===== src/rtl/arb_result_dispatch.sv =====
// arb_result_dispatch
// Read side of the arbiter -> FIFO path. Pops one tagged entry at a time,
// routes it to master 0 or 1 by its source bit, counts delivered beats per
// source to flag frame completion, and counts entries discarded as mode 00.
module arb_result_dispatch #(
  parameter int DW          = 32,
  parameter int FRAME_BEATS = 64,
  parameter int CNT_W       = 16
) (
  input  logic             clk,
  input  logic             rst,
  input  logic             fifo_empty,
  output logic             fifo_rd_en,
  input  logic [DW+10:0]   fifo_rd_data,
  output logic             mstr0_valid,
  input  logic             mstr0_ready,
  output logic [1:0]       mstr0_mode,
  output logic [7:0]       mstr0_proc_val,
  output logic [DW-1:0]    mstr0_data,
  output logic             mstr0_cmplt,
  output logic             mstr1_valid,
  input  logic             mstr1_ready,
  output logic [1:0]       mstr1_mode,
  output logic [7:0]       mstr1_proc_val,
  output logic [DW-1:0]    mstr1_data,
  output logic             mstr1_cmplt,
  output logic [CNT_W-1:0] drop_cnt
);

  // Beat counter width; a one-beat frame still needs a 1-bit counter.
  localparam int BW = (FRAME_BEATS > 1) ? $clog2(FRAME_BEATS) : 1;

  typedef enum logic [1:0] {
    ST_IDLE   = 2'd0,
    ST_RDWAIT = 2'd1,
    ST_SEND   = 2'd2
  } state_t;

  state_t           r_state;
  state_t           w_state_nxt;
  logic             r_src;
  logic [1:0]       r_valid;
  logic [1:0]       r_cmplt;
  logic [1:0]       r_mode [2];
  logic [7:0]       r_pv   [2];
  logic [DW-1:0]    r_data [2];
  logic [BW-1:0]    r_beat [2];
  logic [CNT_W-1:0] r_drop_cnt;

  logic             w_rd_req;
  logic             w_load;
  logic             w_drop;
  logic             w_hs;
  logic [1:0]       w_ready;
  logic             w_src;
  logic [1:0]       w_mode;

  assign w_ready = {mstr1_ready, mstr0_ready};
  assign w_src   = fifo_rd_data[DW+10];
  assign w_mode  = fifo_rd_data[DW+9:DW+8];

  // Next-state decode: one pop from IDLE, inspect the popped word in RDWAIT,
  // hold in SEND until the selected master takes the beat.
  always_comb begin
    w_state_nxt = r_state;
    w_rd_req    = 1'b0;
    w_load      = 1'b0;
    w_drop      = 1'b0;
    w_hs        = 1'b0;
    case (r_state)
      ST_IDLE: begin
        if (!fifo_empty) begin
          w_rd_req    = 1'b1;
          w_state_nxt = ST_RDWAIT;
        end else begin
          w_state_nxt = ST_IDLE;
        end
      end
      ST_RDWAIT: begin
        if (w_mode == 2'b00) begin
          w_drop      = 1'b1;
          w_state_nxt = ST_IDLE;
        end else begin
          w_load      = 1'b1;
          w_state_nxt = ST_SEND;
        end
      end
      ST_SEND: begin
        if (r_valid[r_src] && w_ready[r_src]) begin
          w_hs        = 1'b1;
          w_state_nxt = ST_IDLE;
        end else begin
          w_state_nxt = ST_SEND;
        end
      end
      default: begin
        w_state_nxt = ST_IDLE;
      end
    endcase
  end

  // The pop strobe is decoded from the state register and qualified by reset
  // so that a non-empty FIFO is never read while reset is held.
  assign fifo_rd_en = w_rd_req && !rst;

  // FSM state register.
  always_ff @(posedge clk) begin
    if (rst) begin
      r_state <= ST_IDLE;
    end else begin
      r_state <= w_state_nxt;
    end
  end

  // Master-side valid and field registers; the unselected port keeps its fields.
  always_ff @(posedge clk) begin
    if (rst) begin
      r_src   <= 1'b0;
      r_valid <= 2'b00;
      for (int i = 0; i < 2; i++) begin
        r_mode[i] <= 2'b00;
        r_pv[i]   <= 8'h00;
        r_data[i] <= {DW{1'b0}};
      end
    end else if (w_load) begin
      r_src          <= w_src;
      r_valid[w_src] <= 1'b1;
      r_mode[w_src]  <= w_mode;
      r_pv[w_src]    <= fifo_rd_data[DW+7:DW];
      r_data[w_src]  <= fifo_rd_data[DW-1:0];
    end else if (w_hs) begin
      r_valid[r_src] <= 1'b0;
    end else begin
      r_valid <= r_valid;
    end
  end

  // Per-source beat counters and the registered one-cycle frame-end pulse.
  always_ff @(posedge clk) begin
    if (rst) begin
      r_cmplt <= 2'b00;
      for (int i = 0; i < 2; i++) begin
        r_beat[i] <= {BW{1'b0}};
      end
    end else begin
      r_cmplt <= 2'b00;
      if (w_hs) begin
        if (r_beat[r_src] == BW'(FRAME_BEATS - 1)) begin
          r_beat[r_src]  <= {BW{1'b0}};
          r_cmplt[r_src] <= 1'b1;
        end else begin
          r_beat[r_src] <= r_beat[r_src] + BW'(1);
        end
      end
    end
  end

  // Saturating count of mode-00 entries thrown away.
  always_ff @(posedge clk) begin
    if (rst) begin
      r_drop_cnt <= {CNT_W{1'b0}};
    end else if (w_drop && (r_drop_cnt != {CNT_W{1'b1}})) begin
      r_drop_cnt <= r_drop_cnt + CNT_W'(1);
    end else begin
      r_drop_cnt <= r_drop_cnt;
    end
  end

  assign mstr0_valid    = r_valid[0];
  assign mstr0_mode     = r_mode[0];
  assign mstr0_proc_val = r_pv[0];
  assign mstr0_data     = r_data[0];
  assign mstr0_cmplt    = r_cmplt[0];
  assign mstr1_valid    = r_valid[1];
  assign mstr1_mode     = r_mode[1];
  assign mstr1_proc_val = r_pv[1];
  assign mstr1_data     = r_data[1];
  assign mstr1_cmplt    = r_cmplt[1];
  assign drop_cnt       = r_drop_cnt;

endmodule


===== config.mk =====
export PLATFORM = sky130hd
export DESIGN_NAME = arb_result_dispatch
export DESIGN_NICKNAME = d
export VERILOG_FILES = /design/src/rtl/arb_result_dispatch.sv
export SDC_FILE = /design/constraint.sdc
export NUM_CORES = 1
export LEC_CHECK = 0
export BUFFER_PORTS_ARGS = -buffer_cell sky130_fd_sc_hd__buf_2
export CAP_MARGIN = 30
export CORE_ASPECT_RATIO = 0.5
export CORE_MARGIN = 1
export CORE_UTILIZATION = 50
export DETAILED_ROUTE_END_ITERATION = 8
export PLACE_DENSITY = 0.74
export RECOVER_POWER = 50
export SLEW_MARGIN = 20
export SYNTH_ARGS = -nofsm -noshare
export SYNTH_HDL_FRONTEND = slang
export SYNTH_SLANG_ARGS = --single-unit

===== constraint.sdc =====
create_clock -name clk -period 3.4 [get_ports clk]
set_input_delay 0.68 -clock clk [delete_from_list [all_inputs] [get_ports clk]]
set_output_delay 0.68 -clock clk [all_outputs]
set_load 0.05 [all_outputs]

==> flow_summary.json, run 1 <==
{
  "path_max_fanout": 33,
  "finalCriticalPeriod_ps": 2643,
  "cts.sinks": 120,
  "rows": 25,
  "syn_area_um2": 4881,
  "hold_path_class": "in2reg",
  "initial_core_util_pct": 51.67,
  "grt_usage_pct": 20.03,
  "synthCells": 362,
  "globalRouteOverflowTotal": 0,
  "r2r-end": "r_data[1][15]",
  "holdPathStages": 2,
  "ys_types": 48,
  "dp_cells": 641,
  "yosysMostFrequentCell": "edfxtp_1",
  "cts_tree": "built",
  "startpoint_type": "input port",
  "grt_max_degree": 43,
  "dr.pass1.iters": 4,
  "setup_tns_ps": 0,
  "slew_headroom_pct": 13.79,
  "worstSkewPairLatency_ps": 400,
  "finalHoldViolCount": 0,
  "skew_ps": 5.964,
  "drt-total-wl_mm": 10.13,
  "clock_path_buffers": 2,
  "ys_warn_count": 0,
  "min_from": "fifo_empty",
  "grt_antenna_before_repair": 0,
  "post_cts_buffers": 0,
  "drt_iter0_markers": 132,
  "leakage_nw": 2.306,
  "holdBufCountCts": 0,
  "io_pins": 153,
  "crit_required_ps": 2720,
  "cts_resized": 0,
  "ant_nets": 0,
  "synth_ff_type": "edfxtp_1",
  "power_density_nw_per_um2": 596.8,
  "irDropWorstVdd_mv": 0.3970,
  "clk_pin_slew_ps": 50,
  "place_hpwl_mm": 6.720,
  "synth_top_area_cell": "edfxtp_1",
  "r2r_slack_ps": 1230,
  "fmax_mhz": 378.3,
  "areaGrowthSynthToFinish_pct": 28.12,
  "vias": 3379,
  "setup-violations-final": 0,
  "numCtsBuffers": 17,
  "min_to": "r_state[0]",
  "portBuffers": 152,
  "wire_per_inst_um": 15.08,
  "die_x_um": 141.7,
  "finalMaxSlewViolations": 0,
  "critPathArrivalTime_ps": 1960,
  "fill_cells": 757,
  "rsz0062_at_grt": "no",
  "h-tree-depth": 4,
  "finalNetCount": 575,
  "status": "completed",
  "die_y_um": 71.87,
  "async_flop_share_pct": 0,
  "period_share_pct": 77.74,
  "worst_r2r_startpoint": "r_state[1]",
  "gp_congestion": 0.7961,
  "cts-root-buf": "clkbuf_16",
  "synth.area.top_cells": "edfxtp_1 59%, and2_1 11%, dfxtp_1 9.8%",
  "synth_top_cell_area_share_pct": 59.06,
  "insertedDiodeCount": 0,
  "layout-drive-gt1-share_pct": 16.39,
  "max-cap-violations": 0,
  "synthTopCellsByCount": "96 x edfxtp_1, 84 x and2_1, 24 x dfxtp_1, 19 x nor2_1, 14 x a21oi_1",
  "drc": 0,
  "grt_pass1_vias": 3197,
  "grt_pass1_wl_mm": 15.35,
  "seq_area_frac_synth_pct": 68.91,
  "worstMarginPinSlew_ps": 1293,
  "viasPerCell": 5.028,
  "die-area_um2": 10190,
  "reg2reg_depth": 5,
  "coreArea_um2": 9447,
  "instances_no_fill": 672,
  "syn_area_per_cell_um2": 13.48,
  "synth_nets": 412,
  "ys_ff_latch": 120,
  "synth-edff-count": 96,
  "critical_path_class": "in2out",
  "worstSetupEndpointType": "output pin"
}
-- cells in the final DEF (no fill, tap or decap), types with 6 or more instances in the layout --
cell type and n:
buf_2 48, and2_0 11, dfxtp_1 24, nor2_1 19, mux2i_1 6, o21ai_0 10
nand2_1 9, clkbuf_16 17, edfxtp_1 96, and2_1 73, a21oi_1 14, clkbuf_1 106
nand3_1 8
-- cells by family after synthesis --
group	synth area share (%)
adder cells (fa/ha/maj)	0.5126
flip-flops	68.91
AND/OR/NAND/NOR	21.46
buffers and inverters	1.333
XOR/XNOR	1.077
AO/OA/AOI/OAI	5.025
multiplexers	1.692
-- registers in the layout (all words and copies together) (netlist names), named ones only --
name,cells
drop_cnt,16
r_beat,12
r_data,64
r_state,2
r_pv,16
r_cmplt,2
r_mode,4
r_src,1
r_valid,2
-- metal layers --
| layer | global-route usage [%] | vias to the layer above | wire length [um] |
|---|---|---|---|
| li1 | - | 1646 | - |
| met1 | 23.70 | 1607 | 4349 |
| met2 | 35.52 | 105 | 5100 |
| met3 | 4.278 | 21 | 425 |
| met4 | 9.558 | 0 | 258 |
| met5 | 0 | - | 0 |
-- worst max path at each step --
stage                           from             to
CTS                       r_state[1]  r_data[1][11]
finish                           rst     fifo_rd_en
detailed placement  fifo_rd_data[41]  r_data[1][15]
global placement    fifo_rd_data[41]   r_data[0][4]
global route                     rst     fifo_rd_en
floorplan                        rst     fifo_rd_en
-- metrics by stage --
step	hold slack, ps	instance area (um2)	power, mW	util (%)	setup slack (ps)
after detailed placement	486.5	5832	2.054	61.74	805.5
after CTS	445.6	6399	3.764	67.74	1173
after floorplan	453.7	4881	1.945	-	223.0
after global placement	483.8	5812	2.047	61.52	845.1
final	458.4	6254	3.732	66.20	756.9
after global routing	448.0	6254	3.840	66.20	623.8
-- area by class of cell --
| cell class | count | area, um2 | share of cell area, % |
|---|---|---|---|
| Sequential cell | 120 | 3363 | 53.78 |
| Multi-Input combinational cell | 225 | 1455 | 23.27 |
| Timing Repair Buffer | 156 | 680.7 | 10.88 |
| Clock buffer | 19 | 432.9 | 6.923 |
| Tap cell | 135 | 168.9 | 2.701 |
| Clock inverter | 12 | 133.9 | 2.141 |
| Inverter | 5 | 18.77 | 0.3001 |
-- power breakdown --
part	leakage, nW	switching (mW)	total [mW]	internal (mW)
Combinational	0.844	0.274	0.340	0.0664
Sequential	1.19	0.0234	1.67	1.65
Clock	0.270	0.591	1.72	1.13
-- critical path, stage by stage --
cell and delay, ps:
clkbuf_1 920, nor4_1 90, buf_2 270
Power figures use the tool's default switching activity.
==> inputs of run 2 (changes only) <==
==> constraint.sdc (replaced) <==
create_clock -name clk -period 2.7 [get_ports clk]
set_input_delay 0.54 -clock clk [delete_from_list [all_inputs] [get_ports clk]]
set_output_delay 0.54 -clock clk [all_outputs]
set_load 0.05 [all_outputs]
==> flow_summary.json, run 2 (same netlist as run 1, synthesis figures left out) <==
{
  "hold_path_class": "in2reg",
  "insertedDiodeCount": 0,
  "io_pins": 153,
  "grt_pass1_wl_mm": 15.48,
  "drc": 0,
  "fmax_mhz": 433.7,
  "period_share_pct": 85.40,
  "largest-register": "r_data",
  "finalMaxSlewViolations": 0,
  "place_ws_ps": 407.6,
  "place_hpwl_mm": 6.651,
  "drt-total-wl_mm": 10.04,
  "clock_path_buffers": 2,
  "finalHoldViolCount": 0,
  "cts_tree": "built",
  "die-area_um2": 10190,
  "drt_iter0_markers": 135,
  "status": "completed",
  "wire_per_inst_um": 14.88,
  "startpoint_type": "register",
  "clk_pin_slew_ps": 50,
  "areaGrowthSynthToFinish_pct": 28.40,
  "largest_reg_flops": 64,
  "viasPerCell": 4.961,
  "post_cts_buffers": 0,
  "layout_commonest_cell": "clkbuf_1",
  "critPathArrivalTime_ps": 2640,
  "slew_headroom_pct": 36.89,
  "rows": 25,
  "skew_ps": 6.763,
  "gp_congestion": 0.8043,
  "irDropWorstVdd_mv": 0.5107,
  "worstMarginPinSlew_ps": 944.2,
  "portBuffers": 152,
  "critical_path_class": "reg2reg",
  "grt_max_degree": 43,
  "die_y_um": 71.87,
  "worstSkewPairLatency_ps": 410,
  "finalNetCount": 577,
  "dr.pass1.iters": 4,
  "setup-violations-final": 0,
  "rsz0062_at_grt": "no",
  "grt_usage_pct": 20.66,
  "dp_cells": 643,
  "cts_resized": 0,
  "met1_length_mm": 4.247,
  "initial_core_util_pct": 51.67,
  "ant_nets": 0,
  "globalRouteOverflowTotal": 0,
  "hold_slack_ps": 326.2,
  "wl_met3_um": 423,
  "grt_pass1_vias": 3138,
  "leakage_nw": 2.308,
  "cts.sinks": 120,
  "top_layer_used": "met4",
  "finalPower_mw": 4.624,
  "r2r_slack_ps": 390,
  "fill_cells": 738,
  "worst_slack_ps": 394.2,
  "max-cap-violations": 0,
  "power_density_nw_per_um2": 737.8,
  "h-tree-depth": 4,
  "setup_tns_ps": 0,
  "layout-drive-gt1-share_pct": 18.33,
  "vias": 3349,
  "crit_required_ps": 3040,
  "instances_no_fill": 675,
  "coreArea_um2": 9447,
  "grt_antenna_before_repair": 0,
  "die_x_um": 141.7,
  "path_max_fanout": 10,
  "finalCriticalPeriod_ps": 2306,
  "final_cell_mix": "105 x clkbuf_1, 96 x edfxtp_1, 66 x and2_1",
  "holdBufCountCts": 0,
  "worstSetupEndpointType": "register",
  "wl_met2_mm": 5.152,
  "numCtsBuffers": 17,
  "cts-root-buf": "clkbuf_16"
}
run 2: cell count changes in the layout (fill, tap and decap cells not counted), sizes merged:
cell,change
clkinv,+4
buf,+2
bufinv,-2
clkbuf,-2
inv,+1
run 2: worst paths after layout:
check / depth (start not counted) / to / startpoint
setup / recovery: 4 / drop_cnt[15] / r_state[1]
hold / removal: 2 / r_state[0] / fifo_empty
setup reg to reg: 4 / drop_cnt[15] / r_state[1]
hold reg to reg: 2 / drop_cnt[15] / drop_cnt[15]
run 2: critical path: stages (launching register included):
cell	delay (ps)
dfxtp_1	340
nor4b_2	850
nand3_2	310
or4_1	580
a21oi_1	150
run 2: through the flow:
step / util, % / cell area, um2
after floorplan: - / 4887
after global placement: 61.75 / 5833
after detailed placement: 62.04 / 5861
after CTS: 67.93 / 6417
after global routing: 66.34 / 6267
final: 66.34 / 6267
run 2: report_power, final:
part	total, mW	switching, mW	leakage (nW)	internal [mW]
Sequential	2.10	0.0290	1.19	2.07
Clock	2.09	0.829	0.273	1.26
Combinational	0.431	0.345	0.844	0.0867
Total	4.62	1.20	2.31	3.42
run 2: layer usage:
layer  track usage (%)  vias up
met5                 0        -
met1             24.02     1585
met2             35.74       88
met3             5.481       18
li1                  -     1658
met4             10.99        0
run 2: cell type report:
| type | count | area, um2 | area share, % |
|---|---|---|---|
| Clock buffer | 17 | 425.4 | 6.788 |
| Clock inverter | 15 | 131.4 | 2.096 |
| Inverter | 5 | 18.77 | 0.2995 |
| Multi-Input combinational cell | 225 | 1458 | 23.26 |
| Sequential cell | 120 | 3363 | 53.66 |
| Tap cell | 135 | 168.9 | 2.695 |
| Timing Repair Buffer | 158 | 701.9 | 11.20 |
